## config.mk

```make
export PLATFORM = sky130hd
export DESIGN_NAME = lcd_write_arbiter
export DESIGN_NICKNAME = d
export VERILOG_FILES = /design/src/rtl/lcd_write_arbiter_pkg.sv /design/src/rtl/lcd_write_arbiter_rr_select.sv /design/src/rtl/lcd_write_arbiter.sv
export SDC_FILE = /design/constraint.sdc
export NUM_CORES = 1
export LEC_CHECK = 0
export ABC_AREA = 1
export CORE_UTILIZATION = 39
export CTS_CLUSTER_SIZE = 12
export DETAILED_ROUTE_END_ITERATION = 8
export HOLD_SLACK_MARGIN = 0.06
export PLACE_DENSITY = 0.86
export SYNTH_ARGS = -nofsm -noshare
export SYNTH_HDL_FRONTEND = slang
export SYNTH_SLANG_ARGS = --single-unit
```

## constraint.sdc

```tcl
create_clock -name clk -period 1.8 [get_ports clk]
set_input_delay 0.36 -clock clk [delete_from_list [all_inputs] [get_ports clk]]
set_output_delay 0.36 -clock clk [all_outputs]
set_load 0.02 [all_outputs]
```

## src/rtl/lcd_write_arbiter_pkg.sv

```systemverilog
// Shared LCD definitions: buffer geometry, clear fill character and arbiter state encodings.
package lcd_write_arbiter_pkg;

    localparam int LCD_CHARS = 32;
    localparam int LOC_W     = 5;
    localparam int DATA_W    = 8;

    localparam logic [7:0] LCD_CLEAR_CHAR = 8'h20;

    typedef enum logic {
        ST_IDLE  = 1'b0,
        ST_CLEAR = 1'b1
    } state_e;

    // Pointer width that stays legal for a single requester.
    function automatic int ptr_width(input int n);
        return (n > 1) ? $clog2(n) : 1;
    endfunction

endpackage

```

## src/rtl/lcd_write_arbiter_rr_select.sv

```systemverilog
// Combinational round-robin pick: first asserted request at or after the priority pointer wins.
module rr_select
    import lcd_write_arbiter_pkg::*;
#(
    parameter int NUM_REQ = 3,
    parameter int PTR_W   = ptr_width(NUM_REQ)
) (
    input  logic [NUM_REQ-1:0] req,
    input  logic [PTR_W-1:0]   ptr,
    output logic [NUM_REQ-1:0] winner
);

    // Scan requesters starting at ptr, wrapping once around.
    always_comb begin : sel_p
        int   idx;
        logic hit;
        logic found;
        winner = '0;
        found  = 1'b0;
        idx    = 0;
        hit    = 1'b0;
        for (int k = 0; k < NUM_REQ; k++) begin
            idx         = (int'(ptr) + k) % NUM_REQ;
            hit         = req[idx] & ~found;
            winner[idx] = winner[idx] | hit;
            found       = found | hit;
        end
    end

endmodule

```

## src/rtl/lcd_write_arbiter.sv

```systemverilog
// Arbitrates requester writes into the LCD character buffer and runs whole-screen clears.
module lcd_write_arbiter
    import lcd_write_arbiter_pkg::*;
#(
    parameter int         NUM_REQ    = 3,
    parameter logic [7:0] CLEAR_CHAR = LCD_CLEAR_CHAR
) (
    input  logic                      clk,
    input  logic                      reset,
    input  logic [NUM_REQ-1:0]        req,
    input  logic [LOC_W*NUM_REQ-1:0]  reqLocation,
    input  logic [DATA_W*NUM_REQ-1:0] reqData,
    output logic [NUM_REQ-1:0]        grant,
    input  logic                      clearRequest,
    output logic                      busy,
    output logic                      writeEnable,
    output logic [LOC_W-1:0]          location,
    output logic [DATA_W-1:0]         data
);

    localparam int               PTR_W    = ptr_width(NUM_REQ);
    localparam logic [LOC_W-1:0] LAST_LOC = LOC_W'(LCD_CHARS - 1);

    state_e              state_q, state_d;
    logic                pending_q, pending_d;
    logic [LOC_W-1:0]    cnt_q, cnt_d;
    logic [PTR_W-1:0]    ptr_q, ptr_d;
    logic [NUM_REQ-1:0]  grant_q, grant_d;
    logic                we_q, we_d;
    logic [LOC_W-1:0]    loc_q, loc_d;
    logic [DATA_W-1:0]   data_q, data_d;
    logic                busy_q, busy_d;

    logic [NUM_REQ-1:0]  winner_s;
    logic [LOC_W-1:0]    sel_loc_s;
    logic [DATA_W-1:0]   sel_data_s;
    logic [PTR_W-1:0]    sel_ptr_s;
    logic                clear_accept_s;

    rr_select #(
        .NUM_REQ (NUM_REQ),
        .PTR_W   (PTR_W)
    ) u_rr_select (
        .req    (req),
        .ptr    (ptr_q),
        .winner (winner_s)
    );

    // One-hot AND-OR mux of the winner's slices and its successor pointer.
    always_comb begin
        sel_loc_s  = '0;
        sel_data_s = '0;
        sel_ptr_s  = '0;
        for (int i = 0; i < NUM_REQ; i++) begin
            sel_loc_s  |= {LOC_W{winner_s[i]}} & reqLocation[i*LOC_W +: LOC_W];
            sel_data_s |= {DATA_W{winner_s[i]}} & reqData[i*DATA_W +: DATA_W];
            sel_ptr_s  |= winner_s[i] ? PTR_W'((i + 1) % NUM_REQ) : '0;
        end
    end

    assign clear_accept_s = clearRequest & ~busy_q;

    // Next-state and registered-output decode; a pending clear outranks every requester.
    always_comb begin
        state_d   = state_q;
        pending_d = pending_q;
        cnt_d     = cnt_q;
        ptr_d     = ptr_q;
        grant_d   = '0;
        we_d      = 1'b0;
        loc_d     = '0;
        data_d    = '0;
        case (state_q)
            ST_IDLE: begin
                if (pending_q) begin
                    state_d   = ST_CLEAR;
                    pending_d = 1'b0;
                    cnt_d     = '0;
                    we_d      = 1'b1;
                    loc_d     = '0;
                    data_d    = CLEAR_CHAR;
                end else if (clear_accept_s) begin
                    pending_d = 1'b1;
                end else if (|req) begin
                    grant_d = winner_s;
                    we_d    = 1'b1;
                    loc_d   = sel_loc_s;
                    data_d  = sel_data_s;
                    ptr_d   = sel_ptr_s;
                end else begin
                    we_d = 1'b0;
                end
            end
            ST_CLEAR: begin
                if (cnt_q == LAST_LOC) begin
                    cnt_d = cnt_q;
                end else begin
                    cnt_d = cnt_q + LOC_W'(1);
                end
                we_d   = 1'b1;
                loc_d  = cnt_d;
                data_d = CLEAR_CHAR;
                // Busy drops together with the final write so arbitration resumes on the next edge.
                if (cnt_d == LAST_LOC) begin
                    state_d = ST_IDLE;
                end else begin
                    state_d = ST_CLEAR;
                end
            end
            default: begin
                state_d = ST_IDLE;
            end
        endcase
        busy_d = pending_d | (state_d == ST_CLEAR);
    end

    // State and output registers with asynchronous reset.
    always_ff @(posedge clk or posedge reset) begin
        if (reset) begin
            state_q   <= ST_IDLE;
            pending_q <= 1'b0;
            cnt_q     <= '0;
            ptr_q     <= '0;
            grant_q   <= '0;
            we_q      <= 1'b0;
            loc_q     <= '0;
            data_q    <= '0;
            busy_q    <= 1'b0;
        end else begin
            state_q   <= state_d;
            pending_q <= pending_d;
            cnt_q     <= cnt_d;
            ptr_q     <= ptr_d;
            grant_q   <= grant_d;
            we_q      <= we_d;
            loc_q     <= loc_d;
            data_q    <= data_d;
            busy_q    <= busy_d;
        end
    end

    assign grant       = grant_q;
    assign writeEnable = we_q;
    assign location    = loc_q;
    assign data        = data_q;
    assign busy        = busy_q;

endmodule

```

==> results by group <==
Synth
  – Syn_area_per_cell: 7.27 um2
  – Number of different library cells in the post-synthesis netlist: 22
  – Sequential fraction of the synthesis area: 42.3%
  – Synthesized netlist net count: 269
  – Synthesized cell area: 0.00160 mm2
  – Synth Warn #: 0
  – Synthesized instance count: 220
  – Synth Register Bits: 27

Finish
  – Cell area after layout: 0.00274 mm2
  – Commonest non-fill, non-tap cell in the layout: sky130_fd_sc_hd__clkdlybuf4s50_1
  – NumNets Final: 366
  – Share of layout cells above drive strength 1: 25.6%
  – Filler-free cell count of the finished design: 364
  – Diodes inserted: 0
  – Utilization after layout: 72.0%
  – Layout overhead on the synthesized area: 71.1%
  – Commonest cells after routing, fill and taps aside: 62 x sky130_fd_sc_hd__clkdlybuf4s50_1, 55 x sky130_fd_sc_hd__nand2_1, 41 x sky130_fd_sc_hd__nand3_1, 29 x sky130_fd_sc_hd__buf_4, 27 x sky130_fd_sc_hd__dfrtp_1

Critical path
  – Setup Crit Path Kind: register to register
  – Launching element type of the critical path: register
  – Slowest library cell on the worst path: sky130_fd_sc_hd__dfrtp_1
  – Crit. End Element: register
  – CP peak stage delay: 0.41 ns
  – Critical Path Source: ptr_q[0]
  – Cell-by-cell listing of the critical path: buf_4, ha_4, o21ai_2, nand2_4, buf_4, nand2_1, nand2_4, nand2_4, nand3_1, nand3_2, nand2_1, nand2_1
  – CP Data Required Time: 2.01 ns
  – Top fanout value on the critical path: 7
  – Critical path data arrival time: 2.18 ns
  – Startpoint of the worst-slack reg-to-reg timing path: ptr_q[0]
  – Reg2reg setup slack: -0.17 ns

CTS
  – H-tree level count: 1
  – Number of buffers between clock root and the deepest sink: 2
  – CTS Buf Count: 3
  – Clock latency at the later pin of the worst-skew pair: 0.28 ns
  – Number of sinks driven by the clock tree: 27
  – Clock root cell: sky130_fd_sc_hd__clkbuf_8
  – Clock transition at the register clock pins on the worst setup and hold paths after CTS: 0.10 ns
  – Total of hold buffers inserted after clock tree synthesis: 0
  – TritonCTS clock tree: built

Die
  – I/O pin total: 63
  – Die H: 66.0 um
  – Total die area: 0.00436 mm2
  – Placeable core region: 0.00380 mm2
  – Initial standard-cell utilization of the core: 42.1%
  – Core Rows: 22
  – Chip width: 66.0 um

Timing
  – Transition time at the pin with the least slew margin: 0.351 ns
  – Setup repair after global routing missed its margin: true
  – Achievable frequency: 508 MHz
  – Count of final setup violators: 16
  – Min Clock Period, post-route: 1.97 ns
  – Post-route worst setup slack: -0.169 ns
  – Clock tree skew after final layout: 0.0123 ns
  – Period utilisation layout: 109%
  – Final hold violation count: 0
  – Final Max Slew Viols: 0
  – Max-slew headroom at the worst pin: 76.6%

Outcome
  – Failing checks: negative setup slack
  – Result of the run: finished with violations

Routing
  – Starting DRT DRC Count: 221
  – Number of DRC violations after detailed routing: 0
  – DR vias/cell: 5.50
  – WL per Instance: 16.5 um
  – Via count of the routed design: 2,001
  – Routed wire length: 5990 um
  – DRT Pass-1 Iters: 5
  – Antenna violation net count after detailed routing: 0

Global routing
  – Number of antenna violations at the first check in global routing: 0
  – Wire length of the first global-routing pass: 8670 um
  – Overflow left after global routing: 0
  – Total routing usage reported by global routing: 26.7%
  – Vias in the first global route: 1,840
  – Maximum number of pins on one net before global-route repair: 28

Placement
  – Number of buffer cells added on primary ports: 62
  – HPWL Detailed: 3550 um
  – Setup slack after placement: -0.259 ns
  – Placed cell count: 346
  – RePlAce Congestion: 0.950
  – Cell area after placement: 0.00239 mm2

Power
  – Max IR drop VDD: 0.00123 V
  – Power per Cell Area: 1920 mW/mm2
  – Standby leakage power: 1.37 nW

Hold path
  – Class of the tightest hold or removal check: input pin to asynchronous set/reset pin

Job
  – Max-cap viol count: 0
worst max-delay path, delay by kind of cell, from the launching register on:
kind	cells	cell delay [ns]
AND/OR/NAND/NOR	8	0.80
AO/OA/AOI/OAI	1	0.19
adder cells (fa/ha/maj)	1	0.18
buffers and inverters	2	0.31
flip-flops	1	0.41
cells by family (layout without fill, tap and decap cells):
logic type      count (synthesis)  count (layout)  share of synthesized area (%)
flops                          27              27                           42.3
buf+inv                        39             133                           11.1
fa+ha+maj                       4               4                           3.13
simple gates                  135             137                           38.2
compound gates                 13              13                           4.23
xor+xnor                        2               2                           1.10
sequential cells by signal, summed over array words and instances, names as in the netlist:
register     flops
writeEnable      1
state_q          1
grant            3
ptr_q            2
data             8
busy             1
pending_q        1
cnt_q            5
location         5
metal layers:
metal  vias to the layer above  GRT usage (%)  part of all wire (%)
met5                         -              0                     0
met4                         0           10.4                   4.0
met2                       141           48.5                    52
met3                        27           1.55                   8.1
li1                        898              -                     -
met1                       935           32.7                    36
power by group:
group	switching, mW	internal [mW]
Combinational	2.23	1.66
Sequential	0.155	0.854
Clock	0.198	0.159
repair_timing:
| action | in CTS | in global routing |
|---|---|---|
| pin swaps | 11 | 12 |
| resized for setup | 31 | 20 |
| gates cloned | 2 | 1 |
| buffers inserted | 4 | 7 |
| hold endpoints to repair | 0 | 0 |
| setup endpoints to repair | 17 | 18 |
path summary, 6_finish.rpt:
| kind | cells past startpoint | end |
|---|---|---|
| worst max-delay path | 12 | location[0] |
| worst min-delay path | 3 | data[1] |
| worst max register to register | 12 | location[0] |
| worst min register to register | 1 | cnt_q[4] |
| max in group asynchronous | 3 | location[0] |
| min in group clk | 1 | cnt_q[4] |
cell type report:
| cell class | instances | area (um2) |
|---|---|---|
| Fill cell | 288 | 1060 |
| Multi-Input combinational cell | 156 | 935 |
| Timing Repair Buffer | 96 | 895 |
| Sequential cell | 27 | 676 |
| Inverter | 33 | 126 |
| Tap cell | 48 | 60.1 |
| Clock buffer | 4 | 45.0 |
metrics by stage:
step                hold slack (ns)  power, mW  TNS (ns)
floorplan                     0.413       2.84         0
global placement              0.465       3.73     -2.36
detailed placement            0.471       3.82     -3.42
CTS                           0.465       4.65    -0.104
global route                  0.472       5.54     -2.62
finish                        0.431       5.25     -1.73
cells in the mapped netlist, drive strengths merged:
master / n / area, um2
o21ai: 10 / 50.1
buf: 6 / 53.8
ha: 4 / 50.1
xor2: 2 / 17.5
or2: 2 / 12.5
nand3: 51 / 270
and3: 1 / 6.26
nand4: 2 / 12.5
nor2: 9 / 36.3
inv: 33 / 124
nand2: 69 / 267
and2: 1 / 6.26
a21oi: 2 / 10.0
dfrtp: 27 / 676
o31ai: 1 / 7.51
(Power assumes the default switching activity.)
